## src/rtl/add_sub_unit_pkg.sv

```systemverilog
// Shared datapath constants: machine word width, flag-vector layout and
// ALU mode encodings used by the adder/subtractor and its consumers.
package add_sub_unit_pkg;

  localparam int unsigned XLEN = 64;

  localparam int unsigned FLAG_C = 3;
  localparam int unsigned FLAG_V = 2;
  localparam int unsigned FLAG_Z = 1;
  localparam int unsigned FLAG_N = 0;

  localparam logic ALU_ADD = 1'b0;
  localparam logic ALU_SUB = 1'b1;

  typedef logic [3:0] flags_t;

  function automatic flags_t pack_flags(input logic c, input logic v,
                                        input logic z, input logic n);
    flags_t f;
    f         = '0;
    f[FLAG_C] = c;
    f[FLAG_V] = v;
    f[FLAG_Z] = z;
    f[FLAG_N] = n;
    return f;
  endfunction

endpackage

```

## src/rtl/full_adder.sv

```systemverilog
// One-bit full adder cell; chained by add_sub_unit into a ripple-carry adder.
module full_adder (
  input  logic a,
  input  logic b,
  input  logic cin,
  output logic s,
  output logic cout
);

  always_comb begin
    s    = a ^ b ^ cin;
    cout = (a & b) | (cin & (a ^ b));
  end

endmodule

```

## src/rtl/add_sub_unit.sv

```systemverilog
// Two's-complement adder/subtractor with combinational result/flags and a
// one-cycle registered copy for pipelined consumers.
module add_sub_unit
  import add_sub_unit_pkg::*;
#(
  parameter int unsigned WIDTH = XLEN
) (
  input  logic             clk,
  input  logic             rst,
  input  logic [WIDTH-1:0] A,
  input  logic [WIDTH-1:0] B,
  input  logic             M,
  output logic [WIDTH-1:0] S,
  output logic             C,
  output logic             V,
  output logic             Z,
  output logic             N,
  output logic [WIDTH-1:0] S_q,
  output logic [3:0]       flags_q
);

  logic [WIDTH-1:0] bx;
  logic             cin;
  logic [WIDTH-1:0] sum;
  logic             carry_msb_in;
  logic             carry_out;

  always_comb begin
    cin = (M == ALU_SUB);
    bx  = (M == ALU_ADD) ? B : ~B;
  end

  // Per-stage carry nets keep each link a distinct signal rather than bits
  // of one vector feeding back into itself.
  for (genvar i = 0; i < WIDTH; i++) begin : g_bit
    logic cin_w;
    logic cout_w;
    if (i == 0) begin : g_first
      assign cin_w = cin;
    end else begin : g_chain
      assign cin_w = g_bit[i-1].cout_w;
    end
    full_adder u_fa (
      .a    (A[i]),
      .b    (bx[i]),
      .cin  (cin_w),
      .s    (sum[i]),
      .cout (cout_w)
    );
  end

  assign carry_msb_in = g_bit[WIDTH-1].cin_w;
  assign carry_out    = g_bit[WIDTH-1].cout_w;

  always_comb begin
    S = sum;
    C = carry_out;
    V = carry_out ^ carry_msb_in;
    Z = (sum == '0);
    N = sum[WIDTH-1];
  end

  logic [WIDTH-1:0] res_d, res_q;
  flags_t           flg_d, flg_q;

  always_comb begin
    res_d = S;
    flg_d = pack_flags(C, V, Z, N);
  end

  always_ff @(posedge clk or negedge rst) begin
    if (!rst) begin
      res_q <= '0;
      flg_q <= '0;
    end else begin
      res_q <= res_d;
      flg_q <= flg_d;
    end
  end

  assign S_q     = res_q;
  assign flags_q = flg_q;

endmodule

```

## config.mk

```make
export PLATFORM = sky130hd
export DESIGN_NAME = add_sub_unit
export DESIGN_NICKNAME = d
export VERILOG_FILES = /design/src/rtl/add_sub_unit_pkg.sv /design/src/rtl/full_adder.sv /design/src/rtl/add_sub_unit.sv
export SDC_FILE = /design/constraint.sdc
export NUM_CORES = 1
export LEC_CHECK = 0
export CORE_UTILIZATION = 42
export DETAILED_ROUTE_END_ITERATION = 8
export PLACE_DENSITY = 0.91
export SLEW_MARGIN = 20
export SYNTH_ARGS = -nofsm -noshare
export SYNTH_HDL_FRONTEND = slang
export SYNTH_SLANG_ARGS = --single-unit
```

## constraint.sdc

```tcl
create_clock -name clk -period 62.4 [get_ports clk]
set_input_delay 9.36 -clock clk [delete_from_list [all_inputs] [get_ports clk]]
set_output_delay 9.36 -clock clk [all_outputs]
set_load 0.05 [all_outputs]
```

# Word-level counts from Yosys, hierarchy flattened
# Index checks and enable logic that the tools add are counted.
# op_classes
add_sub_neg,0
multipliers,0
div_mod_pow,0
order_cmp,0
eq_ne,0
shifts,0
mux,1
bitwise,322
reduce_logical,1
# ops
op,count
XOR 1 bit,129
AND 1 bit,128
zero test 64 bit,1
two-way mux 64 bit,1
NOT 64 bit,1
OR 1 bit,64
# word_totals
reg_bits,68
latchBits,0
ram_bits,0
romBits,0
input_bits,131
output_inout_bits,136
n_memories,0

# Logic depth before layout (Yosys ltp)
# Gate-level depths: netlist of the first run.
# depth
depth_word,132
mapped_depth,72

# By module
# Synthesis of the first run repeated with hierarchy kept, for this count alone.
# unflattened
cells_unflattened,226
area_unflattened_um2,3736.1
# by_module_without_submodules
mod,n_inst,cells_per_inst,area_each_um2
add_sub_unit,1,162,2454.9
full_adder,64,1,20.0

# Worst setup path after synthesis of the first run
# OpenSTA, ideal clock, no wires.
# synth_timing
path_kind,input port to output port
start,in M
end,out Z
arrival_time_ps,37592
setup_slack_ps,15448
cell_stages,72
path_buffers,2
cell_sequence,buf_2 buf_4 mux2i_1 fa_1 fa_1 fa_1 fa_1 fa_1 fa_1 fa_1 fa_1 fa_1 fa_1 fa_1 fa_1 fa_1 fa_1 fa_1 (+36 left out) fa_1 fa_1 fa_1 fa_1 fa_1 fa_1 fa_1 fa_1 inv_1 fa_1 inv_1 fa_1 fa_1 fa_1 nand4_1 nor4_1 nand4_1 nor4_2
# synth_via
elab_chain_len,130
elab_cells_between_ends,319
cone_classes,mux (1); bitwise (317); reduce/logical (1)
# synth_lines
element,line,source
"start, declared",add_sub_unit.sv:12,"input logic M,"
two-way mux 64 bit,add_sub_unit.sv:30,bx = (M == ALU_ADD) ? B : ~B;
XOR 1 bit,"full_adder.sv:11, full_adder.sv:12",
AND 1 bit,full_adder.sv:12,cout = (a & b) | (cin & (a ^ b));
OR 1 bit,full_adder.sv:12,
AND 1 bit,full_adder.sv:12,
OR 1 bit,full_adder.sv:12,
AND 1 bit,full_adder.sv:12,
OR 1 bit,full_adder.sv:12,
(+114 left out),n/a,
AND 1 bit,full_adder.sv:12,
OR 1 bit,full_adder.sv:12,
AND 1 bit,full_adder.sv:12,
OR 1 bit,full_adder.sv:12,
AND 1 bit,full_adder.sv:12,
OR 1 bit,full_adder.sv:12,
XOR 1 bit,full_adder.sv:11,s = a ^ b ^ cin;
zero test 64 bit *,add_sub_unit.sv:59,Z = (sum == '0);
"end, declared",add_sub_unit.sv:16,"output logic Z,"
# Mark *: on every way between the ends. The rest lies on a longest branch, timed or not.

# Final worst setup path of the first run
# Same ends and word-level chain as after synthesis.

==> impl_metrics.py, run 1 <==
metrics = {
    "sta": {
        "fin_crit_ns": 48.75,
        "maxSlewViolCount": 0,
        "final_hold_viol_count": 0,
        "worst_slack_ns": 13.65,
        "setup_tns_ns": 0,
        "worstMarginPinSlew_ns": 0.8450,
        "max_freq_mhz": 20.51,
        "finalCritPeriodShare_pct": 78.13,
        "finalSetupViolCount": 0,
        "grt_setup_unrepaired": "false",
        "hold_ws_ns": 9.123,
        "slew_headroom_pct": 43.67,
    },
    "place": {
        "portBuffers": 266,
        "place_ws_ns": 13.48,
        "gp_congestion": 0.8273,
        "dp_hpwl_mm": 12.25,
    },
    "clock_tree": {
        "cts_made_buffers": 9,
        "hold_buffers": 0,
        "cts_tree": "built",
        "ctsResizeCount": 0,
        "clockBufferDepth": 2,
        "cts.sinks": 67,
        "cts_root_buf": "clkbuf_8",
        "clk_pin_slew_ns": 0.08,
        "cts_setup_buffers": 0,
        "h-tree-depth": 3,
    },
    "power_and_ir_drop": {
        "p_leak_uw": 0.003212,
        "peakVddDrop_mv": 0.02416,
        "p_per_area_mw_per_mm2": 41.08,
    },
    "floorplanning": {
        "die_area_mm2": 0.01158,
        "core_mm2": 0.01084,
        "rows": 38,
        "initial_utilization_pct": 43.21,
        "ioPinCount": 267,
        "die_w_um": 107.6,
        "dieHeight_um": 107.6,
    },
    "yosys": {
        "synth-warning-count": 0,
        "synth-compound-area-share_pct": 0,
        "synth.area.top_cells": "dfrtp_1, fa_1, xnor2_1",
        "yosys.area_share.simple_pct": 3.259,
        "yosysSeqAreaShare_pct": 35.79,
        "yosysMostFrequentCell": "inv_1",
        "yosys.cell_types.count": 13,
        "async_flop_share_pct": 100.0,
        "synthesis.nets": 611,
        "synth_enable_flop_cells": 0,
        "syn_inst": 417,
        "synth_top_family_by_area": "adder cells",
        "ys_ff_latch": 67,
        "synth-xor-area-share_pct": 12.15,
        "synth_flop_cell": "dfrtp_1",
        "syn_avg_cell_area_um2": 11.23,
        "syn_area_mm2": 0.004684,
        "yosysTopAreaCell": "dfrtp_1",
        "synthMuxAreaShare_pct": 0.2137,
        "synth_top_area_share_pct": 35.79,
        "synth_fa_ha_area_share_pct": 26.92,
        "ys_top_cells_by_count": "inv_1, buf_4, dfrtp_1",
    },
    "finish": {
        "drive_gt1_share_pct": 3.344,
        "insertedDiodeCount": 0,
        "utilization_pct": 66.11,
        "areaGrowthSynthToFinish_pct": 52.99,
        "nets": 817,
    },
    "critical_path": {
        "start_kind": "input pin",
        "cpMostUsedCell": "fa_1",
        "end_kind": "primary output",
        "crit_slowest_cell": "clkdlybuf4s50_1",
        "slowest_delay_ns": 0.86,
        "worstPathArrival_ns": 39.39,
        "cp_max_fo": 36,
        "cp_data_required_time_ns": 53.04,
        "worstSetupPathType": "in -> out",
    },
    "global_route": {
        "grt_use_total_pct": 26.12,
        "grt_max_degree": 68,
        "grt_overflow_total": 0,
        "antenna_found_initial": 0,
        "grt_pass1_vias": 3965,
        "grt_pass1_wl_mm": 21.50,
    },
    "drt": {
        "post_drt_wl_per_cell_um": 18.66,
        "vias_per_cell": 4.385,
        "vias": 3368,
        "drt_first_pass_iters": 6,
        "first_iter_violations": 103,
        "drc_errors": 0,
        "routed_wl_mm": 14.33,
        "ant_nets": 0,
    },
    "job": {
        "drv_cap": 0,
    },
    "min_path": {
        "min_path_type": "in -> async",
    },
    "run_status": {
        "status": "finished, final reports clean",
    },
}
==> flip-flops by register name (all words and copies together) (netlist names) <==
| register | cells |
|---|---|
| S_q | 63 |
| flags_q | 4 |
==> layer usage <==
| metal | wire, µm | vias to the layer above | global-route usage [%] | share of wire [%] |
|---|---|---|---|---|
| met1 | 5380 | 1661 | 30.29 | 38 |
| met3 | 885 | 24 | 5.508 | 6.2 |
| met2 | 7711 | 162 | 46.84 | 54 |
| li1 | - | 1521 | - | - |
| met4 | 351 | 0 | 10.27 | 2.4 |
| met5 | 0 | - | 0 | 0 |
==> cells in the final DEF, fill, tap and decap left out, types with 3 or more instances in the layout <==
cell	n
buf_4	3
clkbuf_8	11
clkdlybuf4s50_1	264
dfrtp_1	67
fa_1	63
inv_1	127
nand4_1	15
nor4_2	3
xnor2_1	62
xor2_1	3
==> critical path, delay by kind of cell <==
kind	cells	cell delay, ns
xor gates and xnor gates	1	0.17
adders and majority gates	62	26.91
buffers and inverters	5	1.96
and+or+nand+nor	4	0.90
==> area by class of cell <==
| class | instances | area (µm²) |
|---|---|---|
| multi-input combinational | 151 | 1993 |
| timing repair buffer | 267 | 2665 |
| clock inverter | 4 | 25.02 |
| clock buffer | 12 | 155.1 |
| fill | 837 | 3674 |
| tap | 140 | 175.2 |
| sequential | 67 | 1677 |
| inverter | 127 | 476.7 |
==> worst paths after layout <==
kind | start | endpoint | slack (ns) | cells past startpoint
worst max-delay path | M | Z | 13.65 | 72
worst min-delay path | rst | S_q[27]$_DFF_PN0_ | 9.12 | 1
max in group asynchronous | rst | S_q[34]$_DFF_PN0_ | 52.75 | 1
min in group clk | A[0] | S_q[0]$_DFF_PN0_ | 9.68 | 2
==> kinds of logic after synthesis <==
kind of cell | Yosys count
and+or+nand+nor | 22
adders and majority gates | 63
muxes | 1
DFF | 67
buffers and inverters | 199
xor gates and xnor gates | 65
==> metrics by stage <==
| stage | power [µW] | area [µm²] | cells |
|---|---|---|---|
| 2_1_floorplan | 204.5 | 4684 | 417 |
| 3_3_place_gp | 258.2 | 6987 | 752 |
| 3_5_place_dp | 261.3 | 6987 | 752 |
| 4_1_cts | 296.6 | 7167 | 768 |
| 5_1_grt | 307.3 | 7167 | 768 |
| 6_report | 294.4 | 7167 | 768 |
==> power by group <==
group | switching, µW | total, µW | internal [µW]
Combinational | 134 | 200 | 65.8
Clock | 18.0 | 34.4 | 16.5
Sequential | 3.80 | 59.8 | 56.0
Total | 156 | 294 | 138
No activity file was read; power rests on OpenSTA's default activity.
==> run 2, diff against run 1 <==
--- a/config.mk
+++ b/config.mk
@@ -5,9 +5,9 @@
 export SDC_FILE = /design/constraint.sdc
 export NUM_CORES = 1
 export LEC_CHECK = 0
-export CORE_UTILIZATION = 42
+export CORE_UTILIZATION = 39
 export DETAILED_ROUTE_END_ITERATION = 8
-export PLACE_DENSITY = 0.91
+export PLACE_DENSITY = 0.86
 export SLEW_MARGIN = 20
 export SYNTH_ARGS = -nofsm -noshare
 export SYNTH_HDL_FRONTEND = slang
==> constraint.sdc (replaced) <==
create_clock -name clk -period 45.2 [get_ports clk]
set_input_delay 6.78 -clock clk [delete_from_list [all_inputs] [get_ports clk]]
set_output_delay 6.78 -clock clk [all_outputs]
set_load 0.05 [all_outputs]
==> impl_metrics.py, run 2 (synthesized netlist as in run 1, its figures left out) <==
metrics = {
    "finish": {
        "layout_commonest_cell": "clkdlybuf4s50_1",
        "fillCellCount": 892,
        "multi_input_area_mm2": 0.001993,
        "largest_reg_flops": 63,
        "final_cell_mix": "clkdlybuf4s50_1, inv_1, dfrtp_1",
        "stdcell_area_mm2": 0.007327,
        "areaGrowthSynthToFinish_pct": 56.41,
        "nets": 818,
        "regArea_mm2": 0.001677,
        "insertedDiodeCount": 0,
        "drive_gt1_share_pct": 3.498,
    },
    "power_and_ir_drop": {
        "netSwitchingFraction_pct": 49.78,
        "power.switching_uw": 217.8,
        "pwr-share-comb_pct": 63.5,
        "p_leak_uw": 0.003287,
        "p_per_area_mw_per_mm2": 59.72,
        "internal_power_uw": 219.8,
        "peakVddDrop_mv": 0.03361,
        "clkPwrFrac_pct": 17.6,
        "p_seq_share_pct": 18.9,
    },
    "critical_path": {
        "worstPathArrival_ns": 36.61,
        "crit_slowest_cell": "clkdlybuf4s50_1",
        "cp.buffers_inverters": 4,
        "cp_max_fo": 2,
        "end_kind": "primary output",
        "critPathTopFamily": "adder cells",
        "slowest_delay_ns": 0.86,
        "worstSetupPathType": "in -> out",
        "cp.depth": 72,
        "cp-endpoint": "Z",
        "start_kind": "input pin",
        "critPathLaunch": "B[0]",
        "cp_data_required_time_ns": 38.42,
        "cpMostUsedCell": "fa_1",
    },
    "place": {
        "dpl_cell_area_mm2": 0.006998,
        "dp_hpwl_mm": 12.64,
        "portBuffers": 266,
        "gp_congestion": 0.8522,
    },
    "drt": {
        "routed_wl_mm": 14.59,
        "drc_errors": 16,
        "drt_first_pass_iters": 6,
        "post_drt_wl_per_cell_um": 18.90,
        "vias": 3383,
        "first_iter_violations": 116,
        "ant_nets": 0,
        "vias_per_cell": 4.382,
    },
    "sta": {
        "fin_crit_ns": 43.39,
        "maxSlewViolCount": 0,
        "worstMarginPinSlew_ns": 0.8575,
        "slew_headroom_pct": 42.84,
        "setup_tns_ns": 0,
        "final_hold_viol_count": 0,
        "max_freq_mhz": 23.05,
        "finalSetupViolCount": 0,
        "grt_setup_unrepaired": "false",
        "finalCritPeriodShare_pct": 95.99,
    },
    "clock_tree": {
        "h-tree-depth": 3,
        "ctsResizeCount": 0,
        "clockBufferDepth": 2,
        "cts_setup_buffers": 0,
        "cts_tree": "built",
        "cts.sinks": 67,
        "hold_buffers": 0,
        "clk_pin_slew_ns": 0.06,
        "cts_root_buf": "clkbuf_16",
        "cts_made_buffers": 9,
    },
    "floorplanning": {
        "die_w_um": 111.6,
        "initial_utilization_pct": 40.51,
        "dieHeight_um": 111.6,
        "rows": 39,
        "ioPinCount": 267,
        "core_mm2": 0.01156,
        "die_area_mm2": 0.01245,
    },
    "min_path": {
        "min_path_type": "in -> async",
    },
    "global_route": {
        "grt_max_degree": 68,
        "grt_use_total_pct": 24.79,
        "grt_overflow_total": 0,
        "grt_pass1_vias": 4018,
        "grt_pass1_wl_mm": 22.49,
        "antenna_found_initial": 0,
    },
    "run_status": {
        "violations": "design-rule violations",
        "status": "finished with violations",
    },
    "job": {
        "drv_cap": 0,
    },
}
[run 2: cell type report]
type,instances,share of cell area [%]
Clock buffer,12,3.501
Multi-Input combinational cell,151,27.20
Clock inverter,4,0.9904
Tap cell,143,2.442
Inverter,127,6.506
Timing Repair Buffer,268,36.48
Sequential cell,67,22.88
[run 2: worst min-delay path by stage]
| stage | to | cells past startpoint |
|---|---|---|
| after floorplan | S_q[0]$_DFF_PN0_ | 0 |
| after global placement | S_q[23]$_DFF_PN0_ | 1 |
| after detailed placement | S_q[23]$_DFF_PN0_ | 1 |
| after CTS | S_q[20]$_DFF_PN0_ | 1 |
| after global routing | S_q[11]$_DFF_PN0_ | 1 |
| final | S_q[28]$_DFF_PN0_ | 1 |
[run 2: power by group through the flow]
stage	combinational, µW	clock (µW)	sequential, µW
6_report	278	77.2	82.6
2_1_floorplan	135	0	147
4_1_cts	280	78.7	82.6
3_3_place_gp	275	0	82.5
5_1_grt	288	80.7	84.2
3_5_place_dp	278	0	83.6
[run 2: per-stage QoR]
step / utilization [%] / worst slack (ns) / hold WS [ns] / std cells / power (µW)
after detailed placement: 60.51 / 1.580 / 6.949 / 756 / 361.9
after global routing: 63.36 / 0.5523 / 6.633 / 772 / 453.4
after CTS: 63.36 / 1.545 / 6.583 / 772 / 440.9
final: 63.36 / 1.813 / 6.572 / 772 / 437.6
after floorplan: - / 3.408 / 6.484 / 417 / 282.3
after global placement: 60.51 / 2.159 / 6.914 / 756 / 357.6
[run 2: metal layers]
layer,vias to the layer above,global-route usage (%),share of wire (%)
met3,22,6.641,6.9
li1,1522,-,-
met4,0,9.099,2.4
met5,-,0,0
met2,156,45.54,54
met1,1683,27.41,37
